--- src/rtl/rpn_cmd_sequencer.sv ---
// rpn_cmd_sequencer: decodes a valid/ready byte stream into stack-calculator commands,
// issues them as single apply pulses and halts on calculator or stream errors.
module rpn_cmd_sequencer #(
    parameter int CNT_W    = 16,
    parameter bit PRECHECK = 1'b1
) (
    input  logic             clk,
    input  logic             rst,
    input  logic             s_valid,
    input  logic [7:0]       s_data,
    output logic             s_ready,
    input  logic             clr,
    output logic             calc_apply,
    output logic [2:0]       calc_op,
    output logic [7:0]       calc_in,
    input  logic             calc_valid,
    input  logic             calc_empty,
    output logic             busy,
    output logic             err,
    output logic [1:0]       err_code,
    output logic [CNT_W-1:0] cmd_cnt
);
    typedef enum logic [2:0] {IDLE, DATA, ISSUE, CHECK, ERROR} state_t;
    state_t     r_state;
    logic [7:0] r_in;
    logic [2:0] w_op;
    logic       w_bad;
    assign w_op  = s_data[2:0];
    assign w_bad = |s_data[7:3];
    always_ff @(posedge clk or posedge rst) begin
        if (rst) begin
            r_state    <= IDLE;
            r_in       <= '0;
            s_ready    <= 1'b1;
            calc_apply <= 1'b0;
            calc_op    <= '0;
            calc_in    <= '0;
            busy       <= 1'b0;
            err        <= 1'b0;
            err_code   <= 2'b00;
            cmd_cnt    <= '0;
        end else begin
            case (r_state)
                IDLE: if (s_valid) begin
                    if (w_bad) begin
                        r_state  <= ERROR;
                        s_ready  <= 1'b0;
                        err      <= 1'b1;
                        err_code <= 2'b11;
                    end else if (w_op == 3'd1) begin
                        r_state <= DATA;
                        busy    <= 1'b1;
                    end else if (w_op != 3'd0 && PRECHECK && calc_empty) begin
                        r_state  <= ERROR;
                        s_ready  <= 1'b0;
                        err      <= 1'b1;
                        err_code <= 2'b10;
                    end else if (w_op != 3'd0) begin
                        r_state    <= ISSUE;
                        s_ready    <= 1'b0;
                        busy       <= 1'b1;
                        calc_apply <= 1'b1;
                        calc_op    <= w_op;
                        calc_in    <= '0;
                    end
                end
                DATA: if (s_valid) begin
                    r_state    <= ISSUE;
                    r_in       <= s_data;
                    s_ready    <= 1'b0;
                    calc_apply <= 1'b1;
                    calc_op    <= 3'd1;
                    calc_in    <= s_data;
                end
                ISSUE: begin
                    // operand output reverts to the last pushed value once the strobe ends
                    r_state    <= CHECK;
                    calc_apply <= 1'b0;
                    calc_op    <= '0;
                    calc_in    <= r_in;
                end
                CHECK: begin
                    busy <= 1'b0;
                    if (calc_valid) begin
                        r_state <= IDLE;
                        s_ready <= 1'b1;
                        cmd_cnt <= cmd_cnt + 1'b1;
                    end else begin
                        r_state  <= ERROR;
                        err      <= 1'b1;
                        err_code <= 2'b01;
                    end
                end
                ERROR: if (clr) begin
                    r_state  <= IDLE;
                    s_ready  <= 1'b1;
                    err      <= 1'b0;
                    err_code <= 2'b00;
                end
                default: r_state <= IDLE;
            endcase
        end
    end
endmodule

--- config.mk ---
export PLATFORM = sky130hd
export DESIGN_NAME = rpn_cmd_sequencer
export DESIGN_NICKNAME = d
export VERILOG_FILES = /design/src/rtl/rpn_cmd_sequencer.sv
export SDC_FILE = /design/constraint.sdc
export NUM_CORES = 1
export LEC_CHECK = 0
export ABC_AREA = 1
export BUFFER_PORTS_ARGS = -buffer_cell sky130_fd_sc_hd__buf_4
export CAP_MARGIN = 10
export CORE_MARGIN = 3
export CORE_UTILIZATION = 30
export DETAILED_ROUTE_END_ITERATION = 8
export GPL_ROUTABILITY_DRIVEN = 0
export HOLD_SLACK_MARGIN = 0.1
export PLACE_DENSITY_LB_ADDON = 0.15
export SKIP_LAST_GASP = 1
export SYNTH_ARGS = -nofsm -noshare
export SYNTH_HDL_FRONTEND = slang
export SYNTH_SLANG_ARGS = --single-unit
--- constraint.sdc ---
create_clock -name clk -period 1.9 [get_ports clk]
set_clock_uncertainty 0.05 [all_clocks]
set_input_delay 0.57 -clock clk [delete_from_list [all_inputs] [get_ports clk]]
set_output_delay 0.57 -clock clk [all_outputs]
set_load 0.01 [all_outputs]
==> out/qor.csv, run 1 <==
stage,metric,value,unit
route,initial DRC count,117,
grt,first-pass GRT wire length,8930,um
finish,"commonest non-fill, non-tap cell in the layout",nand2_1,
sta,Fin. Hold Viols,0,
critical_path,Crit Path Class,reg2reg,
synthesis,"EDFF count, synth",0,
critical_path,largest fanout on the critical path,15,
clock_tree,postcts setup bufs,0,
clock_tree,clk_lat worst skew,300,ps
floorplan,Initial Utilization,31.0,%
floorplan,IO Pins,47,
finish,most frequent cells in the layout,"84 x nand2_1, 50 x buf_4, 43 x dfrtp_1, 32 x inv_1, 19 x nand3_1",
critical_path,Reg-to-Reg Start,r_state[1],
route,drt wl/cell,12.3,um
synthesis,"Top FF cell, synth",dfrtp_1,
clock_tree,CTS root buf,clkbuf_8,
sta,final setup vio count,0,
clock_tree,H-tree levels,2,
clock_tree,CTS buffer count,5,
floorplan,Total Die Area,8610,um2
floorplan,Die X,92.8,um
synthesis,Post-Syn Area,2260,um2
synthesis,"FF+latch count, synth",44,
power,VDD IR-drop max,0.000445,V
outcome,status,finished clean,
critical_path,Crit path arrival time,1810,ps
synthesis,Yosys Warn Count,0,
critical_path,max incr delay on CP,520,ps
critical_path,CP bufs+invs,2,
clock_tree,cts hold-fix bufs,0,
route,Vias per Instance,4.43,
synthesis,"Net Count, Synth",288,
floorplan,Die Y,92.8,um
sta,Slew headroom,74.5,%
clock_tree,post-CTS sizing,0,
route,# DRC,0,
synthesis,Synth Instances,273,
synthesis,"Seq/Total Area, Yosys",48.8,%
synthesis,share of flip-flops with an asynchronous set or reset,100,%
grt,gr usage total,13.1,%
route,drt total wl,5230,um
sta,Final Slew Violations,0,
finish,layout cells sized above 1,24.5,%
finish,area grow syn2layout,26.5,%
critical_path,"slowest stage cell, crit path",dfrtp_1,
power,P_leak,1.46,nW
finish,cell area after layout,2860,um2
placement,port buffer count,46,
critical_path,worst-case reg-to-reg path depth,8,
clock_tree,CTS tree,built,
synthesis,synth unique cells,34,
grt,vias in the first global route,1802,
finish,Ant. Diodes,0,
placement,placed inst area,2740,um2
power,Total Power,3.81,mW
critical_path,"Req. time, crit path",2040,ps
critical_path,Setup crit start kind,register,
sta,Fmax,0.598,GHz
synthesis,Synth Area per Inst,8.28,um2
sta,Worst Max-Slew Pin Slew,380,ps
critical_path,critical path endpoint category,register,
finish,nets@finish,341,
sta,setup TNS,0,ps
worst_hold_path,HP Class,in2async,
clock_tree,clk sinks,44,
critical_path,Crit path max-delay family,simple AND/OR/NAND/NOR gates,
grt,initial antenna violation count,0,
critical_path,most frequent CP cell,nand2_2,
sta,RSZ-0062 raised after global routing,no,
clock_tree,deepest clock path buffer count,2,
sta,Tmin final,1670,ps
placement,Post-DP HPWL,3940,um
route,Final ANT Viol Nets,0,
critical_path,FF-to-FF End,calc_op[0],
floorplan,Core Region,7290,um2
flow_run,Max-cap violations,0,
clock_tree,Worst-path clk slew,90,ps
critical_path,CP cell instances,nor2_4 -> nand2_2 -> inv_2 -> o21ai_2 -> nand3_4 -> inv_4 -> nand2_2 -> o21ai_1,
grt,total gr overflow,0,
route,vias,1887,
floorplan,row cnt,31,
sta,Final Cycle Share,87.9,%
route,drt first pass iters,6,
power,PwrDens,1330,nW/um2
critical_path,worst reg2reg setup slack,230,ps
grt,largest net degree at the start of global routing,45,
==> kinds of logic (layout without fill, tap and decap cells) <==
family          after synthesis  in the layout  synth area share [%]
buf+inv                      42             96                  8.14
compound gates               33             33                  8.36
fa+ha+maj                     1              1                 0.554
simple gates                145            145                  31.1
flops                        44             44                  48.8
xor+xnor                      8              8                  3.10
==> through the flow <==
stage / hold WS, ps / worst slack [ps] / cells / utilization [%]
final: 248 / 229 / 426 / 39.2
after global routing: 264 / 60.7 / 426 / 39.2
after detailed placement: 412 / 39.6 / 418 / 37.5
after global placement: 405 / 101 / 418 / 37.5
after floorplan: 417 / 251 / 273 / -
after CTS: 251 / 201 / 426 / 39.2
==> how the worst max path moves through the flow <==
| stage | startpoint | end | slack [ps] | cells past startpoint |
|---|---|---|---|---|
| 2_1_floorplan | rst | busy | 250 | 1 |
| 3_3_place_gp | s_data[5] | err | 100 | 8 |
| 3_5_place_dp | s_data[5] | calc_op[0] | 40 | 8 |
| 4_1_cts | r_state[1] | calc_op[0] | 200 | 8 |
| 5_1_grt | r_state[1] | cmd_cnt[13] | 60 | 7 |
| 6_report | r_state[1] | calc_op[0] | 230 | 8 |
==> report_power, final <==
group	switching (mW)	leakage (nW)	internal [mW]
clock network	0.335	0.0614	0.430
logic	0.932	0.848	0.652
registers	0.219	0.552	1.24
total	1.49	1.46	2.33
==> synth_stat cells, types with 3 or more instances <==
cell type / number / area (um2)
a21oi_1: 4 / 20.0
dfrtp_1: 43 / 1080
inv_1: 33 / 124
inv_2: 3 / 11.3
nand2_1: 84 / 315
nand3_1: 19 / 95.1
nand4_1: 4 / 25.0
nor2_1: 16 / 60.1
nor2_4: 4 / 45.0
nor3_1: 5 / 25.0
o21ai_0: 16 / 80.1
o21ai_1: 3 / 15.0
o22ai_1: 4 / 25.0
xnor2_1: 3 / 26.3
xor2_1: 5 / 43.8
==> cell type report <==
class / instances / area, um2
clock buffers: 6 / 82.6
fillers: 789 / 4430
repair buffers: 51 / 395
inverters: 37 / 141
clock inverters: 2 / 38.8
multi-input cells: 187 / 973
well taps: 99 / 124
flip-flops and latches: 44 / 1100
==> sequential cells by signal (all words and copies together), names as in the netlist <==
name / count
err_code: 2
busy: 1
calc_apply: 1
calc_in: 8
calc_op: 3
s_ready: 1
r_state: 3
err: 1
r_in: 8
cmd_cnt: 16
==> layer usage <==
layer	track usage, %	wire length (um)	vias to the layer above
met2	19.3	2320	33
li1	-	-	983
met5	0	0	-
met1	19.3	2680	867
met3	2.19	191	4
met4	4.40	37	0
==> worst reg2reg max path: cells and delay by family, from the launching register on <==
kind | cells | cell delay [ps]
AND/OR/NAND/NOR | 4 | 630
flip-flops | 1 | 520
buffers and inverters | 2 | 220
AO/OA/AOI/OAI | 2 | 130
No activity file was read; power rests on OpenSTA's default activity.
==> run 2: changes to the inputs <==
PLACE_DENSITY_LB_ADDON = not set   (was 0.15)
==> run 2 against run 1 <==
  * Critical endpoint is now cmd_cnt[8]
  * Critical path depth shrank 4
  * Setup slack got worse by 13 ps
  * Largest power group unchanged
  * Combinational power about the same
  * Clock power down 5.1%
  * Sequential power hardly changed
  * Maximum frequency decreased by 0.78%
==> out/qor.csv, run 2 (synthesis gave the netlist of run 1 again) <==
stage,metric,value,unit,change
finish,Largest register FFs,16,,unchanged
power,P_leak,1.44,nW,-1.2%
clock_tree,clk sinks,44,,unchanged
power,VDD IR-drop max,0.000509,V,+14%
clock_tree,Worst-path clk slew,80,ps,about the same
critical_path,max incr delay on CP,600,ps,+80 ps
finish,area grow syn2layout,25.4,%,
finish,Top reg by flops,cmd_cnt,,
sta,Final Cycle Share,88.6,%,+0.69 points
route,# DRC,0,,unchanged
finish,Ant. Diodes,0,,unchanged
route,vias,1881,,-0.32%
clock_tree,clk_lat worst skew,300,ps,about the same
critical_path,Crit path arrival time,1830,ps,+20 ps
worst_hold_path,HP Class,in2async,,
floorplan,Die X,92.8,um,unchanged
grt,first-pass GRT wire length,8590,um,-3.8%
critical_path,"Req. time, crit path",2040,ps,about the same
placement,Inst Count DP,416,,-0.48%
critical_path,"slowest stage cell, crit path",dfrtp_1,,
floorplan,Total Die Area,8610,um2,unchanged
sta,Worst Max-Slew Pin Slew,411,ps,+31.2 ps
route,drt first pass iters,4,,-2
finish,fill count,784,,-0.63%
grt,gr usage total,12.4,%,-0.73 points
finish,biggest regs,"cmd_cnt: 16 flops, calc_in: 8 flops, r_in: 8 flops",,
route,Vias per Instance,4.44,,+0.15%
sta,Tmin final,1680,ps,+13.1 ps
clock_tree,postcts setup bufs,0,,unchanged
clock_tree,deepest clock path buffer count,2,,unchanged
critical_path,Setup crit start kind,register,,
sta,Fin. Hold Viols,0,,unchanged
route,initial DRC count,89,,-24%
clock_tree,post-CTS sizing,0,,unchanged
finish,layout cells sized above 1,24.0,%,-0.46 points
grt,largest net degree at the start of global routing,45,,unchanged
placement,Post-DP HPWL,3790,um,-3.9%
critical_path,Crit Path Class,reg2reg,,
clock_tree,H-tree levels,2,,unchanged
grt,initial antenna violation count,0,,unchanged
clock_tree,CTS tree,built,,
sta,final setup vio count,0,,unchanged
sta,Min Hold Slack,247,ps,-1.40 ps
finish,nets@finish,339,,-0.59%
sta,RSZ-0062 raised after global routing,no,,
floorplan,row cnt,31,,unchanged
critical_path,CP cell instances,nand4_2 -> nor3_2 -> nand3_1 -> xor2_1,,
flow_run,Max-cap violations,0,,unchanged
finish,most frequent cells in the layout,"84 x nand2_1, 48 x buf_4, 43 x dfrtp_1, 32 x inv_1, 19 x nand3_1",,
finish,"commonest non-fill, non-tap cell in the layout",nand2_1,,
critical_path,critical path endpoint category,register,,
sta,Slew headroom,72.6,%,-1.9 points
clock_tree,cts hold-fix bufs,0,,unchanged
power,PwrDens,1320,nW/um2,-0.86%
clock_tree,CTS buffer count,5,,unchanged
placement,port buffer count,46,,unchanged
grt,vias in the first global route,1812,,+0.55%
critical_path,largest fanout on the critical path,10,,-5
grt,total gr overflow,0,,unchanged
sta,Fmax,0.594,GHz,-0.78%
floorplan,Initial Utilization,31.0,%,unchanged
floorplan,Core Region,7290,um2,unchanged
route,drt total wl,4940,um,-5.4%
finish,fin cells,424,,-0.47%
outcome,status,finished clean,,
route,drt wl/cell,11.7,um,-5.0%
clock_tree,CTS root buf,clkbuf_8,,
floorplan,IO Pins,47,,unchanged
sta,Final Slew Violations,0,,unchanged
floorplan,Die Y,92.8,um,unchanged
sta,setup TNS,0,ps,unchanged
route,Final ANT Viol Nets,0,,unchanged
==> run 2: metrics by stage <==
step | instance area (um2) | util [%] | power, mW | setup slack, ps
global route | 2830 | 38.8 | 4.06 | 43.7
finish | 2830 | 38.8 | 3.75 | 216
detailed placement | 2720 | 37.3 | 3.07 | 100
global placement | 2720 | 37.3 | 3.04 | 159
CTS | 2830 | 38.8 | 3.79 | 212
floorplan | 2260 | - | 2.56 | 251
==> run 2: final timing paths <==
| kind | start | end | slack, ps | cells after the start |
|---|---|---|---|---|
| worst max-delay path | r_state[0] | cmd_cnt[8] | 220 | 4 |
| worst min-delay path | rst | cmd_cnt[8] | 250 | 3 |
| worst max register to register | r_state[0] | cmd_cnt[8] | 220 | 4 |
| worst min register to register | s_ready | s_ready | 430 | 2 |
| max in group asynchronous | rst | s_ready | 1290 | 3 |
| min in group clk | s_ready | s_ready | 430 | 2 |
==> run 2: worst max-delay path: cells and delay by family, from the launching register on <==
kind / cells / cell delay (ps)
XOR/XNOR: 1 / 160
flip-flops: 1 / 600
AND/OR/NAND/NOR: 3 / 760
==> run 2: area by class of cell <==
type                            instances  area (um2)  area share (%)
Tap cell                               99         124            4.37
Timing Repair Buffer                   49         380            13.4
Clock buffer                            5        68.8            2.43
Multi-Input combinational cell        187         973            34.4
Clock inverter                          3        42.5            1.50
Sequential cell                        44        1100            38.9
Inverter                               37         141            4.99
==> run 2: report_power, final <==
part | total [mW] | switching [mW] | leakage (nW) | internal (mW)
logic | 1.55 | 0.910 | 0.838 | 0.641
registers | 1.47 | 0.227 | 0.552 | 1.24
clock network | 0.726 | 0.336 | 0.0541 | 0.389
==> run 2: routing by layer <==
metal | vias up | global-route usage (%) | routed length, um
met5 | - | 0 | 0
met4 | 0 | 4.88 | 121
met3 | 9 | 3.01 | 234
met2 | 44 | 18.7 | 2180
met1 | 856 | 17.0 | 2410
li1 | 972 | - | -
